## config.mk

```make
export PLATFORM = sky130hd
export DESIGN_NAME = run_monitor
export DESIGN_NICKNAME = d
export VERILOG_FILES = /design/src/rtl/run_monitor.sv
export SDC_FILE = /design/constraint.sdc
export NUM_CORES = 1
export LEC_CHECK = 0
export ABC_AREA = 1
export BUFFER_PORTS_ARGS = -buffer_cell sky130_fd_sc_hd__buf_4
export CAP_MARGIN = 20
export CORE_AREA = 2 2 108 110
export CTS_CLUSTER_SIZE = 25
export DETAILED_ROUTE_END_ITERATION = 8
export DIE_AREA = 0 0 110 112
export GPL_TIMING_DRIVEN = 0
export PLACE_DENSITY = 0.76
export SYNTH_ARGS = -nofsm -noshare
export SYNTH_HDL_FRONTEND = slang
export SYNTH_SLANG_ARGS = --single-unit
```

## constraint.sdc

```tcl
create_clock -name clk -period 5.3 [get_ports clk]
set_clock_uncertainty 0.05 [all_clocks]
set_input_delay 0 -clock clk [delete_from_list [all_inputs] [get_ports clk]]
set_output_delay 0 -clock clk [all_outputs]
set_load 0.02 [all_outputs]
```

## src/rtl/run_monitor.sv

```systemverilog
// Run monitor: starts a CPU run, halts it on a breakpoint or timeout, then streams the register file.
// Define RUN_MONITOR_DUMP_EN to build the register dump path; otherwise a halted run goes straight to DONE.
module run_monitor #(
    parameter int unsigned PC_W     = 32,
    parameter int unsigned DATA_W   = 32,
    parameter int unsigned NUM_BP   = 4,
    parameter int unsigned NUM_REGS = 32,
    parameter int unsigned CNT_W    = 16
) (
    input  logic                   clk,
    input  logic                   rst,
    input  logic                   start,
    input  logic [PC_W-1:0]        pc_i,
    input  logic                   pc_valid,
    input  logic [NUM_BP*PC_W-1:0] bp_addr,
    input  logic [NUM_BP-1:0]      bp_en,
    input  logic [CNT_W-1:0]       timeout_limit,
    output logic                   cpu_halt,
    output logic [4:0]             reg_sel,
    input  logic [DATA_W-1:0]      reg_data,
    output logic                   dump_valid,
    input  logic                   dump_ready,
    output logic [4:0]             dump_idx,
    output logic [DATA_W-1:0]      dump_data,
    output logic [1:0]             status,
    output logic [2:0]             hit_idx,
    output logic [CNT_W-1:0]       cycle_count,
    output logic                   done
);

    localparam logic [1:0] StatusNone    = 2'd0;
    localparam logic [1:0] StatusBreak   = 2'd1;
    localparam logic [1:0] StatusTimeout = 2'd2;

    typedef enum logic [2:0] {
        StIdle    = 3'd0,
        StRun     = 3'd1,
`ifdef RUN_MONITOR_DUMP_EN
        StLoad    = 3'd2,
        StPresent = 3'd3,
`endif
        StDone    = 3'd4
    } state_e;

`ifdef RUN_MONITOR_DUMP_EN
    localparam state_e     RunExit = StLoad;
    localparam logic [4:0] LastIdx = 5'(NUM_REGS - 1);
`else
    localparam state_e     RunExit = StDone;
`endif

    state_e           state_q, state_d;
    logic [CNT_W-1:0] cnt_q, cnt_d;
    logic [1:0]       status_q, status_d;
    logic [2:0]       hit_q, hit_d;
`ifdef RUN_MONITOR_DUMP_EN
    logic [4:0]       idx_q, idx_d;
    logic [DATA_W-1:0] data_q, data_d;
`endif

    logic             bp_hit;
    logic [2:0]       bp_sel;
    logic [CNT_W:0]   cnt_plus;
    logic             timeout_hit;

    // Lowest enabled matching channel wins.
    always_comb begin
        bp_hit = 1'b0;
        bp_sel = 3'd0;
        for (int i = 0; i < int'(NUM_BP); i++) begin
            if (!bp_hit && pc_valid && bp_en[i] && (pc_i == bp_addr[i*PC_W +: PC_W])) begin
                bp_hit = 1'b1;
                bp_sel = 3'(i);
            end
        end
    end

    // Extra bit keeps a saturated counter from wrapping into a false match.
    assign cnt_plus    = {1'b0, cnt_q} + {{CNT_W{1'b0}}, 1'b1};
    assign timeout_hit = (timeout_limit != '0) && (cnt_plus == {1'b0, timeout_limit});

    always_comb begin
        state_d  = state_q;
        cnt_d    = cnt_q;
        status_d = status_q;
        hit_d    = hit_q;
`ifdef RUN_MONITOR_DUMP_EN
        idx_d    = idx_q;
        data_d   = data_q;
`endif
        case (state_q)
            StIdle, StDone: begin
                if (start) begin
                    state_d  = StRun;
                    cnt_d    = '0;
                    status_d = StatusNone;
                    hit_d    = 3'd0;
`ifdef RUN_MONITOR_DUMP_EN
                    idx_d    = 5'd0;
`endif
                end
            end
            StRun: begin
                cnt_d = (cnt_q == '1) ? cnt_q : cnt_plus[CNT_W-1:0];
                if (bp_hit) begin
                    status_d = StatusBreak;
                    hit_d    = bp_sel;
                    state_d  = RunExit;
                end else if (timeout_hit) begin
                    status_d = StatusTimeout;
                    state_d  = RunExit;
                end
            end
`ifdef RUN_MONITOR_DUMP_EN
            StLoad: begin
                data_d  = reg_data;
                state_d = StPresent;
            end
            StPresent: begin
                if (dump_ready) begin
                    if (idx_q == LastIdx) begin
                        state_d = StDone;
                    end else begin
                        idx_d   = idx_q + 5'd1;
                        state_d = StLoad;
                    end
                end
            end
`endif
            default: state_d = StIdle;
        endcase
    end

    always_ff @(posedge clk) begin
        if (rst) begin
            state_q  <= StIdle;
            cnt_q    <= '0;
            status_q <= StatusNone;
            hit_q    <= 3'd0;
`ifdef RUN_MONITOR_DUMP_EN
            idx_q    <= 5'd0;
            data_q   <= '0;
`endif
        end else begin
            state_q  <= state_d;
            cnt_q    <= cnt_d;
            status_q <= status_d;
            hit_q    <= hit_d;
`ifdef RUN_MONITOR_DUMP_EN
            idx_q    <= idx_d;
            data_q   <= data_d;
`endif
        end
    end

    assign cpu_halt    = (state_q != StRun);
    assign done        = (state_q == StDone);
    assign status      = status_q;
    assign hit_idx     = hit_q;
    assign cycle_count = cnt_q;

`ifdef RUN_MONITOR_DUMP_EN
    assign dump_valid = (state_q == StPresent);
    assign reg_sel    = ((state_q == StLoad) || (state_q == StPresent)) ? idx_q : 5'd0;
    assign dump_idx   = idx_q;
    assign dump_data  = data_q;
`else
    logic unused_dump;
    assign unused_dump = ^{dump_ready, reg_data};
    assign dump_valid  = 1'b0;
    assign reg_sel     = 5'd0;
    assign dump_idx    = 5'd0;
    assign dump_data   = '0;
`endif

endmodule
```

Word-level counts from Yosys, hierarchy flattened
Cells that the tools add are included.
{"block": "totals", "reg_bits": 24, "latchBits": 0, "ramBits": 0, "rom_bits": 0, "input_bits": 217, "output_inout_bits": 66, "wordCells": 62, "memories": 0}
{"block": "op_classes", "n_addsub": 1, "n_mul": 0, "n_div": 0, "n_lt_le_gt_ge": 0, "eq_ne": 13, "n_shift": 0, "mux": 21, "bitwise_logic": 0, "reduce_logical": 23}
{"operator": "$eq A32 B32 Y1", "count": 4}
{"operator": "$mux W16", "count": 2}
{"operator": "$pmux W16 S2", "count": 1}
{"operator": "$mux W3", "count": 7}
{"operator": "$add A16 B1 Y17 const B", "count": 1}
{"operator": "$eq A17 B16 Y1", "count": 1}
{"operator": "$eq A16 B16 Y1 const B", "count": 1}
{"operator": "$reduce_bool A16 Y1", "count": 1}
{"operator": "$logic_and A1 B1 Y1", "count": 12}
{"operator": "$pmux W3 S2", "count": 2}
{"operator": "$reduce_and A3 Y1", "count": 3}
{"operator": "$mux W2", "count": 3}
{"operator": "$ne A2 B2 Y1 const B", "count": 3}
{"operator": "$mux W1", "count": 5}
{"operator": "$pmux W2 S2", "count": 1}
{"operator": "$eq A3 B1 Y1 const B", "count": 1}
{"operator": "$eq A3 B3 Y1 const B", "count": 1}
{"operator": "$logic_not A1 Y1", "count": 3}
{"operator": "$logic_not A3 Y1", "count": 1}
{"operator": "$ne A3 B1 Y1 const B", "count": 1}
{"operator": "$ne A3 B3 Y1 const B", "count": 1}
{"operator": "$reduce_and A2 Y1", "count": 1}
{"operator": "$reduce_bool A2 Y1", "count": 1}
{"operator": "$reduce_or A2 Y1", "count": 1}

Depth between registers and ports, before layout
{"block": "logic_depth", "word_depth": 20, "mapped_depth": 16}

Worst setup path before layout
OpenSTA, ideal clock, no wires.
{"block": "synth_timing", "path_kind": "reg-to-reg", "startpoint": "register cnt_q[1] (netlist: cycle_count[1])", "endpoint": "register status_q[0] (netlist: status[0])", "setup_ps": 130, "arrival_time_ps": 1884, "slack_ps": 3236, "stages_incl_launch_ff": 14, "synth_period_minus_slack_ps": 2064, "cell_sequence": "dfxtp_1 ha_1 nand2_2 nor2_4 nand2_2 o21bai_2 nand2_1 xor2_1 nor2_1 nand4_1 nand2_2 nand2_2 nand2_2 a21oi_2"}
{"block": "synth_via", "elab_chain_cells": 5}
{"item": "from (decl)", "line": "53", "text": "logic [CNT_W-1:0] cnt_q, cnt_d;"}
{"item": "from (signal assigned)", "line": "146", "text": "cnt_q <= cnt_d;"}
{"item": "$add A16 B1 Y17", "line": "79", "text": "assign cnt_plus = {1'b0, cnt_q} + {{CNT_W{1'b0}}, 1'b1};"}
{"item": "$eq A17 B16 Y1", "line": "80", "text": "assign timeout_hit = (timeout_limit != '0) && (cnt_plus == {1'b0, timeout_limit});"}
{"item": "$logic_and A1 B1 Y1", "line": "80"}
{"item": "$ne A3 B3 Y1 (no line)"}
{"item": "$reduce_and A3 Y1 (no line)"}
{"item": "to (signal assigned)", "line": "138", "text": "status_q <= StatusNone;"}
{"item": "to (signal assigned)", "line": "147", "text": "status_q <= status_d;"}
{"item": "to (decl)", "line": "54", "text": "logic [1:0] status_q, status_d;"}
No other way between the ends.
A chain may end at the register's enable or synchronous reset.

Worst setup path after layout
{"block": "layout_timing", "startpoint": "register cnt_q[0] (netlist: cycle_count[0])", "endpoint": "register status_q[0] (netlist: status[0])"}
Same word-level chain as after synthesis.

==> impl_metrics.ini <==
[outcome]
outcome = complete, no violations

[route]
postRouteAntennaNets = 0
first_pass_iters = 5
viasPerCell = 4.93
drt-total-wl_um = 19100
vias = 5964
wl_per_cell_um = 15.8
drtIter0Drc = 499
drc = 0

[critical_path]
crit_chain = ha_1 > nand2_2 > nor2_4 > nand2_2 > nand2_2 > nand2_1 > nand2_1 > nand3_1 > nor2_1 > nand2_1 > nor2_1 > nand4_1 > nand2_2 > nand2_2 > nand2_2 > a21oi_2
critPathArrivalTime_ps = 2420
cp_slowest_cell = dfxtp_1
cp_common_cell = nand2_2
critPathLaunchType = register
critPathKind = register to register
required_ps = 5380
crit_path_end_kind = register
critPathTopFamily = simple AND/OR/NAND/NOR gates
crit_buf_inv = 0
rrSetupSlack_ps = 2960
slowest_delay_ps = 430
worstPathMaxFanout = 7

[sta]
min_period_ps = 2340
finalHoldViolations = 0
post-route-worst-setup-slack_ps = 2960
setup_viol = 0
fmax_mhz = 428
setup_tns_ps = 0
max_slew.worst_pin.slew_ps = 574
max_slew_margin_pct = 61.7
rsz0062_at_grt = no
timing.final.crit_share_pct = 44.1
drv_slew = 0

[clock_tree]
clkLatencyLatePin_ps = 260
cts-root-buf = clkbuf_16
clkTransAtPathRegs_ps = 70
cts_resized = 0
clock_path_buffers = 2
cts-htree-levels = 1
cts_tree = built
cts.sinks = 22
cts_made_buffers = 3

[placed_design]
dp_slack_ps = 3000
dp_cells = 1205
gp_congestion = 1.03
dp_hpwl_um = 16800
port_buffers = 203

[finish]
final_layout_size_suffix_gt1_share_pct = 30.7
antennaDiodeCount = 0
fin_nets = 1286
final_util_pct = 57.4
area_delta_synth_final_pct = 44.7
finalNonFillerCells = 1210

[yosys]
synthArstFlopShare_pct = 0
synthesis.area_um2 = 4430
syn_inst = 816
synth-edff-count = 0
synth_most_common_cell = nand2_1
synthDistinctLibCells = 46
yosysSeqAreaShare_pct = 9.94
synth_warnings = 0
synth_top_area_share_pct = 19.7
ys.flop_type = dfxtp_1
yosysTopAreaCell = nand2_1
syn_avg_cell_area_um2 = 5.43
synth_area_leaders = nand2_1 (20%), dfxtp_1 (9.9%), inv_1 (9.7%), buf_4 (7.6%), nand3_1 (7.2%)
synth_seq_cells = 22
synthTopCellsByCount = nand2_1 (233), inv_1 (115), nor2_1 (84), nand3_1 (64), buf_4 (45)

[global_routing]
grt_use_total_pct = 30.4
grt-ovfl-total = 0
grt_start_max_net_pins = 14
grt_pass1_vias = 5581
grt_pass1_wl_um = 28700
antenna_found_initial = 0

[pwr]
comb_power_share_pct = 52.5
pwr-share-clk_pct = 26.5
p_switching_uw = 311
power_per_cell_area_nw_per_um2 = 130
p_leak_uw = 0.00338
p_sw_share_pct = 37.4
ir_worst_vdd_v = 0.0000938
intPower_uw = 521
seqPwrFrac_pct = 21.0

[floorplan]
coreArea_um2 = 11200
start_util_pct = 39.6
die_width_um = 110
io_pins = 283
die_y_um = 112
die_area_um2 = 12300
rows = 39

[flow_run]
cap_violations = 0

[hold_path]
hp-class = input pin to register
==> metrics by stage <==
step | instance area [um2] | hold WS (ps) | power [uW]
floorplan | 4590 | 130 | 410
global placement | 6290 | 247 | 606
detailed placement | 6290 | 256 | 606
CTS | 6410 | 139 | 826
global route | 6410 | 173 | 877
finish | 6410 | 139 | 831
==> final cells by class <==
cell class	count	area, um2
clock inverter	1	30.0
clock buffer	3	75.1
buffer	50	365
inverter	120	453
fill	1182	4770
timing repair buffer	204	1530
tap	143	179
multi-input combinational	667	3330
sequential	22	440
==> kinds of logic after synthesis <==
family | share of synthesized area, %
flops | 9.94
xor+xnor | 7.23
other cells | 0.0847
simple gates | 53.6
fa+ha+maj | 0.282
compound gates | 10.4
buf+inv | 18.5
==> power by group through the flow <==
stage / Clock [uW] / Sequential (uW) / Combinational, uW
2_1_floorplan: 0 / 182 / 228
4_1_cts: 222 / 174 / 430
5_1_grt: 228 / 175 / 473
6_report: 220 / 174 / 437
3_3_place_gp: 0 / 178 / 428
3_5_place_dp: 0 / 178 / 428
==> layer usage <==
| layer | up-vias | GRT usage [%] | part of all wire (%) |
|---|---|---|---|
| li1 | 3038 | - | - |
| met1 | 2575 | 36.7 | 40 |
| met2 | 304 | 53.2 | 48 |
| met3 | 47 | 4.45 | 8.0 |
| met4 | 0 | 11.6 | 3.8 |
| met5 | - | 0 | 0 |
==> flip-flops by register name, summed over array words and instances, names as in the netlist <==
signal,cells
cycle_count,16
status,2
state_q,2
hit_idx,2
==> placed cells by master (no fill, tap or decap), types with 4 or more instances in the layout <==
| cell type | n |
|---|---|
| a21oi_1 | 21 |
| a21oi_2 | 4 |
| buf_4 | 248 |
| conb_1 | 44 |
| dfxtp_1 | 22 |
| inv_1 | 115 |
| inv_2 | 4 |
| nand2_1 | 233 |
| nand2_2 | 10 |
| nand3_1 | 64 |
| nand3b_1 | 6 |
| nand4_1 | 34 |
| nor2_1 | 84 |
| nor2_2 | 4 |
| nor2_4 | 4 |
| nor3_1 | 11 |
| nor4_1 | 8 |
| o21ai_0 | 22 |
| o22ai_1 | 19 |
| or2_2 | 39 |
| xnor2_1 | 19 |
| xor2_1 | 15 |
==> path summary, 6_finish.rpt <==
check                 start    endpoint  cells after the start
max          cycle_count[0]   status[0]                     16
max reg2reg  cycle_count[0]   status[0]                     16
min reg2reg      hit_idx[0]  hit_idx[0]                      2
min                     rst   status[0]                      2
==> worst reg2reg max path: cells and delay by family (launching register included) <==
family	cells	cell delay, ps
flip-flops	1	430
AO/OA/AOI/OAI	1	40
AND/OR/NAND/NOR	14	1430
adder cells (fa/ha/maj)	1	260
==> what timing repair did <==
| action | CTS | global route |
|---|---|---|
| hold buffers | 1 | 0 |
| endpoints found under the hold margin | 1 | 0 |
| endpoints found under the setup margin | 0 | 0 |
| setup buffers | 0 | 0 |
No activity file was read; power rests on OpenSTA's default activity.
